`src/rtl/guess_entry.sv`:
```
// guess_entry: PS/2 set-2 scan-code decoder feeding letter/counter/level to the level displays
module guess_entry #(
    parameter int WORD_LEN   = 5,
    parameter int NUM_LEVELS = 4
) (
    input  logic       clk,
    input  logic       reset,
    input  logic [7:0] scan_code,
    input  logic       scan_valid,
    input  logic       lvl_won,
    output logic [7:0] letter,
    output logic [7:0] counter,
    output logic [1:0] level,
    output logic       key_strobe
);
    typedef enum logic [1:0] {IDLE, BREAK, EXT, EXT_BRK} state_t;
    localparam logic [7:0] LEN = 8'(WORD_LEN);
    localparam logic [1:0] TOP = 2'(NUM_LEVELS - 1);
    state_t state;
    logic [7:0] held_key;
    logic [7:0] ascii;
    logic       won_q;
    function automatic logic [7:0] to_ascii(input logic [7:0] c);
        case (c)
            8'h1C: return "A";  8'h32: return "B";  8'h21: return "C";  8'h23: return "D";
            8'h24: return "E";  8'h2B: return "F";  8'h34: return "G";  8'h33: return "H";
            8'h43: return "I";  8'h3B: return "J";  8'h42: return "K";  8'h4B: return "L";
            8'h3A: return "M";  8'h31: return "N";  8'h44: return "O";  8'h4D: return "P";
            8'h15: return "Q";  8'h2D: return "R";  8'h1B: return "S";  8'h2C: return "T";
            8'h3C: return "U";  8'h2A: return "V";  8'h1D: return "W";  8'h22: return "X";
            8'h35: return "Y";  8'h1A: return "Z";
            default: return 8'h00;
        endcase
    endfunction
    always_comb ascii = to_ascii(scan_code);
    always_ff @(posedge clk) begin
        if (reset) begin
            state      <= IDLE;
            held_key   <= 8'h00;
            won_q      <= 1'b0;
            letter     <= 8'h20;
            counter    <= 8'd0;
            level      <= 2'd0;
            key_strobe <= 1'b0;
        end else begin
            key_strobe <= 1'b0;
            won_q      <= lvl_won;
            if (lvl_won) begin
                state    <= IDLE;
                held_key <= 8'h00;
                letter   <= 8'h20;
                counter  <= 8'd0;
                if (!won_q && level != TOP)
                    level <= level + 2'd1;
            end else if (scan_valid) begin
                case (state)
                    IDLE: begin
                        if (scan_code == 8'hF0)
                            state <= BREAK;
                        else if (scan_code == 8'hE0)
                            state <= EXT;
                        else if (scan_code != held_key) begin
                            held_key <= scan_code;
                            if (ascii != 8'h00) begin
                                if (counter < LEN) begin
                                    letter     <= ascii;
                                    counter    <= counter + 8'd1;
                                    key_strobe <= 1'b1;
                                end
                            end else if (scan_code == 8'h5A) begin
                                if (counter == LEN) begin
                                    counter    <= LEN + 8'd1;
                                    key_strobe <= 1'b1;
                                end
                            end else if (scan_code == 8'h76) begin
                                counter    <= 8'd0;
                                letter     <= 8'h20;
                                key_strobe <= 1'b1;
                            end
                        end
                    end
                    BREAK: begin
                        state <= IDLE;
                        if (scan_code == held_key)
                            held_key <= 8'h00;
                    end
                    EXT:     state <= scan_code == 8'hF0 ? EXT_BRK : IDLE;
                    default: state <= IDLE;
                endcase
            end
        end
    end
endmodule

```
`config.mk`:
```
export PLATFORM = sky130hd
export DESIGN_NAME = guess_entry
export DESIGN_NICKNAME = d
export VERILOG_FILES = /design/src/rtl/guess_entry.sv
export SDC_FILE = /design/constraint.sdc
export NUM_CORES = 1
export LEC_CHECK = 0
export BUFFER_PORTS_ARGS = -buffer_cell sky130_fd_sc_hd__buf_2
export CORE_UTILIZATION = 45
export DETAILED_ROUTE_END_ITERATION = 6
export GPL_TIMING_DRIVEN = 0
export MAX_ROUTING_LAYER = met4
export PLACE_DENSITY = 0.68
export RECOVER_POWER = 25
export SYNTH_ARGS = -nofsm -noshare
export SYNTH_HDL_FRONTEND = slang
export SYNTH_SLANG_ARGS = --single-unit
```
`constraint.sdc`:
```
create_clock -name clk -period 4.3 [get_ports clk]
set_input_delay 1.075 -clock clk [delete_from_list [all_inputs] [get_ports clk]]
set_output_delay 1.075 -clock clk [all_outputs]
set_load 0.02 [all_outputs]
```
; After elaboration in Yosys (flattened, before gate mapping)
; Memory sizes are Yosys's and may differ from the RTL's.
; Index checks and enable logic that the tools add are counted.
[word_totals]
output_inout_bits = 19
regBits = 30
memories = 1
latchBits = 0
romBits = 768
ram_bits = 0
[memory_table]
columns = name, words, word_bits, rd, rd_clocked_by_memory_dff, write_ports, line
row1 = (no name shown), 128, 6, 1, 0, 0, 24  ; case (c)
[classes]
bitwise = 5
add_sub_neg = 2
mul = 0
eq_ne = 18
magnitude_cmp = 1
reduce_logical = 14
div_mod_pow = 0
shifts = 0
mux = 24
[op_table]
columns = operator, count
row1 = $mux 8, 14
row2 = $eq 8x7->1 const B, 2
row3 = $eq 8x8->1 const B, 2
row4 = $pmux 8 s2, 1
row5 = $reduce_and 8->1, 2
row6 = $ne 2x2->1 const B, 6
row7 = $add 8x1->8 const B, 1
row8 = $eq 8x3->1 const B, 1
row9 = $eq 8x8->1, 1
row10 = $lt 8x3->1 const B, 1
row11 = $ne 8x8->1, 1
row12 = $reduce_bool 8->1, 1
row13 = $reduce_or 7->1, 1
row14 = $mux 2, 3
row15 = $reduce_and 6->1, 1
row16 = $mux 1, 5
row17 = $not 1->1, 5
row18 = $pmux 2 s2, 1
row19 = $reduce_and 2->1, 2
row20 = $reduce_bool 2->1, 2
row21 = $ne 3x2->1 const B, 1
row22 = $ne 3x3->1 const B, 1
row23 = $reduce_bool 3->1, 1
row24 = $add 2x1->2 const B, 1
row25 = other kinds (7), 7

; Longest topological paths before layout
; Gate-level depths: netlist (run 1).
[logic_depth]
ltp_word = 5
mapped_depth = 12

; Worst setup path before layout (run 1)
; Ideal clock, no wire load.
[synth_path]
kind = in2reg
from = input scan_code[1]
to = register letter[6]
arrival_time_ns = 3.041
required_time_ns = 4.166
setup_time_ns = 0.134
slack_ns = 1.125
path_buffers = 2
cell_stages = 12
cell_sequence = buf_2 > inv_1 > ha_1 > buf_2 > or2b_1 > o21ai_1 > a211o_1 > a31oi_4 > nand4_4 > o211a_1 > o221ai_1 > a21oi_1
[synth_between]
elab_chain_len = 5
word_cells_on_any_way = 16
cone_classes = 7 x eq/ne / 3 x mux / 2 x bitwise / 3 x reduce/logical / 1 x memory
[synth_rtl]
columns = item, line
row1 = from (decl), 8  ; input logic [7:0] scan_code,
row2 = $mem_v2 128x6, -
row3 = $mux 8, 24
row4 = $reduce_bool 8->1, 64  ; if (ascii != 8'h00) begin
row5 = $ne 2x1->1 (no line) (tied with other cells), -
row6 = $reduce_and 8->1 (no line), -
row7 = to (signal assigned), 66  ; letter <= ascii;
row8 = to (decl), 11  ; output logic [7:0] letter,
; Several ways; a longest one is shown, not always the timed one. The select of a mux whose other input is x is not followed.
; A chain may end at the register's enable or synchronous reset.

; Worst setup path after layout (run 1)
; Ends and elaborated chain as after synthesis.

==> results.ini, run 1 <==
[synth]
synthFlopType=dfxtp_1
synth_cell_types=73
ys_seq_area_share_pct=24.3
synthCells=280
synth_warnings=0
synth_edf_count=0
avgSynthCellArea_um2=8.52
synthArstFlopShare_pct=0
syn_area_mm2=0.00238
synth-seq-cells=29
syn-num-nets=303

[finish]
fin_nets=335
area_growth_pct=12.7
drive_gt1_share_pct=22.0
finalNonFillerCells=383
layout_common_cells=dfxtp_1 (29), buf_2 (22), nor2_1 (22), clkbuf_1 (16), nand2_1 (15)
diodes=0
layout_commonest_cell=dfxtp_1

[timing]
relSlewSlack_pct=66.3
slew_viol_final=0
fin_skew_ns=0.00851
fmax_mhz=287
grt_setup_unrepaired=false
fin_tns_setup_ns=0
fin_crit_sh_pct=81.2
tightest_slew_ns=0.501
hold_violations=0
finalSetupViolations=0
fin_crit_ns=3.49

[cts]
cts.path.max_buffers=2
post_cts_buffers=0
cts_tree=yes
clock-sinks=29
insertion_delay_ns=0.28
cts_buffers=5
hold_buffers=0
clk_pin_slew_ns=0.06
cts-root-buf=clkbuf_8
cts_resized=0
htreeDepth=2

[pwr]
power_density_mw_per_mm2=261
power.leakage_nw=1.10
ir_drop_mv=0.221

[worst_setup_path]
slowest_delay_ns=0.33
start_kind=primary input
critPathMostFrequentCell=buf_2
cp.required_ns=4.44
cp-end-kind=flip-flop
cp_max_fo=10
worst_path_max_delay_cell=ha_1
worstSetupPathType=primary input to flip-flop
cp_cell_sequence=buf_2 -> buf_2 -> inv_1 -> ha_1 -> mux2_4 -> nor4b_4 -> a31oi_1 -> and2b_1 -> nand4_4 -> o211a_1 -> o221ai_1 -> a21oi_1
cp.arrival_ns=3.63

[run_status]
run_status=finished, final reports clean

[route]
wl_per_cell_um=15.1
drtPass1Iterations=4
drc=0
vias=2194
postRouteWirelength_mm=5.80
ant_nets=0
viasPerCell=5.73
first_iter_violations=106

[floorplanning]
coreArea_mm2=0.00511
row_count=26
dieArea_mm2=0.00559
initial_utilization_pct=46.7
pin_count=31
die_h_um=74.8
dieWidth_um=74.8

[place]
place_inst=375
io_buffers=25
gp_congestion=0.930
hpwl_mm=4.32

[grt]
grt_pass1_vias=1920
antenna_found_initial=0
grt_start_max_net_pins=11
grt_pass1_wl_mm=9.45
grt-ovfl-total=0
grt.total_usage_pct=23.1

[hold_path]
worstHoldPathType=flip-flop to flip-flop

[run]
cap_violations=0

-- synthesized netlist by cell type, types with 2 or more instances --
| cell type | instances | area (µm²) |
|---|---|---|
| and3_1 | 2 | 12.5 |
| nor2_1 | 22 | 82.6 |
| nand4b_1 | 2 | 17.5 |
| buf_2 | 6 | 30.0 |
| nor3b_1 | 2 | 15.0 |
| a41oi_1 | 2 | 17.5 |
| nor4_4 | 2 | 42.5 |
| or2_2 | 3 | 18.8 |
| nand3b_1 | 4 | 30.0 |
| nand3_1 | 12 | 60.1 |
| clkbuf_1 | 7 | 26.3 |
| dfxtp_1 | 29 | 581 |
| nand2b_1 | 6 | 37.5 |
| nor3_1 | 10 | 50.1 |
| a31oi_1 | 10 | 62.6 |
| inv_2 | 2 | 7.51 |
| buf_6 | 8 | 90.1 |
| buf_4 | 3 | 22.5 |
| nor4_1 | 3 | 18.8 |
| inv_1 | 9 | 33.8 |
| nor3_2 | 2 | 20.0 |
| nor2b_1 | 10 | 62.6 |
| mux2_2 | 2 | 22.5 |
| and4_1 | 3 | 26.3 |
| a311oi_1 | 3 | 26.3 |
| a21oi_1 | 14 | 70.1 |
| a211oi_1 | 3 | 22.5 |
| mux2i_1 | 9 | 90.1 |
| o21ai_1 | 6 | 30.0 |
| xor2_1 | 7 | 61.3 |
| o22a_1 | 2 | 17.5 |
| o21ai_0 | 6 | 30.0 |
| a211o_1 | 4 | 35.0 |
| and2_1 | 2 | 12.5 |
| ha_1 | 11 | 138 |
| nand2_1 | 15 | 56.3 |
-- kinds of logic (layout without fill, tap and decap cells) --
family / count (synthesis) / in the layout / share of synthesized area [%]
xor gates and xnor gates: 9 / 9 / 3.62
and+or+nand+nor: 112 / 112 / 29.3
muxes: 13 / 13 / 5.82
DFF: 29 / 29 / 24.3
other: 1 / 1 / 0.157
AOI/OAI and AO/OA: 70 / 70 / 22.2
buffers and inverters: 35 / 68 / 8.81
adders and majority gates: 11 / 11 / 5.77
-- state kept, by name, indices dropped and copies added (netlist names) --
name,flops
key_strobe,1
won_q,1
state,2
held_key,8
letter,7
level,2
counter,8
-- layer usage --
layer / global-route usage, % / wire length (µm) / vias to the layer above / share of wire (%)
met5: - / 0 / - / 0
met4: 5.87 / 85 / 0 / 1.5
met3: 5.49 / 316 / 11 / 5.4
met2: 33.0 / 2610 / 61 / 45
met1: 32.4 / 2790 / 1038 / 48
li1: - / - / 1084 / -
-- power breakdown --
part | switching [mW] | internal (mW)
Sequential | 0.00557 | 0.277
Clock | 0.103 | 0.144
Combinational | 0.105 | 0.0672
Total | 0.213 | 0.489
-- worst max-delay path, delay by kind of cell --
kind / cells / cell delay, ns
AND/OR/NAND/NOR: 3 / 0.47
AO/OA/AOI/OAI: 4 / 0.89
buffers and inverters: 3 / 0.54
multiplexers: 1 / 0.30
adder cells (fa/ha/maj): 1 / 0.33
-- metrics by stage --
| step | area, µm² | worst slack [ns] | hold slack (ns) | utilization (%) | total power, mW |
|---|---|---|---|---|---|
| after global routing | 2690 | 0.595 | 0.483 | 52.6 | 0.739 |
| after CTS | 2700 | 0.845 | 0.457 | 52.8 | 0.706 |
| after global placement | 2600 | 0.565 | 0.439 | 50.9 | 0.458 |
| after detailed placement | 2600 | 0.574 | 0.449 | 50.9 | 0.459 |
| final | 2690 | 0.810 | 0.455 | 52.6 | 0.702 |
| after floorplan | 2380 | 1.13 | 0.461 | - | 0.419 |
-- path summary, 6_finish.rpt --
path,cells after the start,from,slack [ns],endpoint
worst max-delay path,12,scan_code[1],0.81,letter[6]
worst min register to register,2,letter[2],0.45,letter[2]
worst max register to register,9,counter[4],2.14,counter[2]
worst min-delay path,2,letter[2],0.45,letter[2]
-- cell type report --
class | instances | area [µm²]
plain buffers | 24 | 169
inverters | 11 | 41.3
clock inverters | 1 | 5.00
clock buffers | 7 | 96.3
multi-input cells | 216 | 1590
repair buffers | 25 | 114
well taps | 70 | 87.6
fillers | 514 | 2420
flip-flops and latches | 29 | 581
No activity file was read; power rests on OpenSTA's default activity.
==> run 2: changes to the inputs <==
Clock period 4.3 ns to 3.3 ns, I/O delays scaled along.
==> run 2 against run 1 <==
Effect of this change:
- final cell count is 0.26% higher
- count of clock-buffer cells in the layout unchanged
- total power grew 31%
- highest routed layer unchanged
- first-iteration DRC count grew 33%
- die area unchanged
- non-clock buffer count up 1
- critical path depth rose by 1
- via count shrank 0.59%
- combinational power grew 33%
- sequential power up 30%
- clock power is 30% higher
- worst hold slack got worse by 0.0029 ns
==> results.ini, run 2 (same netlist as run 1, synthesis figures left out) <==
[run_status]
run_status=finished, final reports clean

[finish]
top_regs=counter x8, held_key x8, letter x7
layout_common_cells=dfxtp_1 (29), nor2_1 (22), buf_2 (21), clkbuf_1 (15), nand2_1 (15)
layout_commonest_cell=dfxtp_1
diodes=0  ; unchanged
fillerInstances=509  ; -0.97%
fin_area_mm2=0.00271  ; +0.93%
finalNonFillerCells=384  ; +0.26%
drive_gt1_share_pct=23.6  ; +1.5 points
area_growth_pct=13.7
fin_nets=336  ; +0.30%

[place]
gp_congestion=0.930  ; unchanged
place_inst=375  ; unchanged
hpwl_mm=4.32  ; unchanged
io_buffers=25  ; unchanged
placed_area_mm2=0.00260  ; unchanged
dp_slack_ns=-0.176  ; -0.750 ns

[floorplanning]
dieArea_mm2=0.00559  ; unchanged
dieWidth_um=74.8  ; unchanged
coreArea_mm2=0.00511  ; unchanged
pin_count=31  ; unchanged
initial_utilization_pct=46.7  ; unchanged
row_count=26  ; unchanged
die_h_um=74.8  ; unchanged

[cts]
cts_buffers=5  ; unchanged
clk_pin_slew_ns=0.06  ; about the same
clock-sinks=29  ; unchanged
insertion_delay_ns=0.28  ; about the same
cts-root-buf=clkbuf_8
hold_buffers=0  ; unchanged
htreeDepth=2  ; unchanged
cts.path.max_buffers=2  ; unchanged
cts_tree=yes

[route]
ant_nets=0  ; unchanged
vias=2181  ; -0.59%
viasPerCell=5.68  ; -0.85%
wl_per_cell_um=15.1  ; -0.36%
postRouteWirelength_mm=5.79  ; -0.10%
first_iter_violations=141  ; +33%
drc=0  ; unchanged
drtPass1Iterations=4  ; unchanged

[timing]
finalSetupViolations=0  ; unchanged
relSlewSlack_pct=65.6  ; -0.74 points
slew_viol_final=0  ; unchanged
hold_violations=0  ; unchanged
tightest_slew_ns=0.517  ; +0.0157 ns
fin_crit_ns=3.12
grt_setup_unrepaired=false
fin_skew_ns=0.00667  ; -0.00184 ns
fmax_mhz=320
timing.final.ws_setup_ns=0.176  ; -0.634 ns
fin_crit_sh_pct=94.7
hold_ws_ns=0.452  ; -0.00287 ns

[worst_setup_path]
critPathMostFrequentCell=and4_1
cp.arrival_ns=3.27  ; -0.36 ns
critPathBufInv=4  ; +1
cp.required_ns=3.45  ; -0.99 ns
cp-end-kind=flip-flop
endpoint=counter[4]
r2r_setup_slack_ns=1.11  ; -1.03 ns
worstSetupStartpoint=scan_code[1]
slowest_delay_ns=0.32  ; about the same
cp_max_fo=10  ; unchanged
worstSetupPathType=primary input to flip-flop
reg2reg_depth=9  ; unchanged
critPathTopFamily=simple AND/OR/NAND/NOR gates
r2r_start=counter[4]
cp_cell_sequence=buf_2 -> clkbuf_4 -> inv_1 -> ha_2 -> nor2b_1 -> and4_1 -> nor2_1 -> and4_1 -> buf_6 -> nand4b_1 -> o21a_2 -> a41oi_1 -> nor3_1
cp.depth=13  ; +1
start_kind=primary input
worst_path_max_delay_cell=ha_2
rr_endpoint=counter[2]

[grt]
grt-ovfl-total=0  ; unchanged
antenna_found_initial=0  ; unchanged
grt.total_usage_pct=23.1  ; unchanged
grt_start_max_net_pins=11  ; unchanged
grt_pass1_vias=1920  ; unchanged
grt_pass1_wl_mm=9.45  ; unchanged

[pwr]
ir_drop_mv=0.285  ; +29%
power_density_mw_per_mm2=339  ; +30%
power.leakage_nw=1.10  ; about the same
power.total_mw=0.919  ; +31%

[run]
cap_violations=0  ; unchanged

[hold_path]
worstHoldPathType=flip-flop to flip-flop

==> run 2: cell count changes in the layout (fill, tap and decap cells not counted), sizes merged <==
cell	change
clkbuf	+1
==> run 2: area by class of cell <==
| type | count | area, µm² | area share [%] |
|---|---|---|---|
| Timing Repair Buffer | 26 | 121 | 4.47 |
| Sequential cell | 29 | 581 | 21.4 |
| Inverter | 11 | 41.3 | 1.52 |
| Buffer | 24 | 173 | 6.37 |
| Clock buffer | 7 | 96.3 | 3.55 |
| Tap cell | 70 | 87.6 | 3.23 |
| Clock inverter | 1 | 5.00 | 0.185 |
| Multi-Input combinational cell | 216 | 1610 | 59.3 |
==> run 2: what timing repair did <==
action / CTS / global route
buffers inserted: 0 / 1
gates resized for setup: 0 / 6
setup endpoints to repair: 0 / 16
==> run 2: metrics by stage <==
| step | utilization, % | TNS [ns] |
|---|---|---|
| global route | 53.1 | 0 |
| detailed placement | 50.9 | -1.80 |
| CTS | 52.8 | 0 |
| finish | 53.1 | 0 |
| global placement | 50.9 | -1.87 |
| floorplan | - | 0 |
==> run 2: worst min path at each step <==
stage	start	to	slack, ns	depth (start not counted)
6_report	letter[2]	letter[2]	0.45	2
3_5_place_dp	letter[2]	letter[2]	0.45	2
3_3_place_gp	letter[2]	letter[2]	0.44	2
2_1_floorplan	held_key[0]	held_key[0]	0.46	2
4_1_cts	letter[2]	letter[2]	0.46	2
5_1_grt	letter[4]	letter[4]	0.48	2
==> run 2: tightest hold or removal path, stage by stage (launching register included) <==
cell and delay [ns]:
dfxtp_1 0.31, nand2_1 0.05, o21ai_1 0.05
==> run 2: where the power goes <==
group | internal, mW | switching [mW]
Clock | 0.188 | 0.133
Sequential | 0.361 | 0.00727
Combinational | 0.0908 | 0.138
==> run 2: routing by layer <==
layer  vias up  wire length (µm)  GRT usage [%]
met5         -                 0              -
met4         0                80           5.87
met3         9               369           5.49
met2        64              2610           33.0
met1      1021              2730           32.4
li1       1087                 -              -
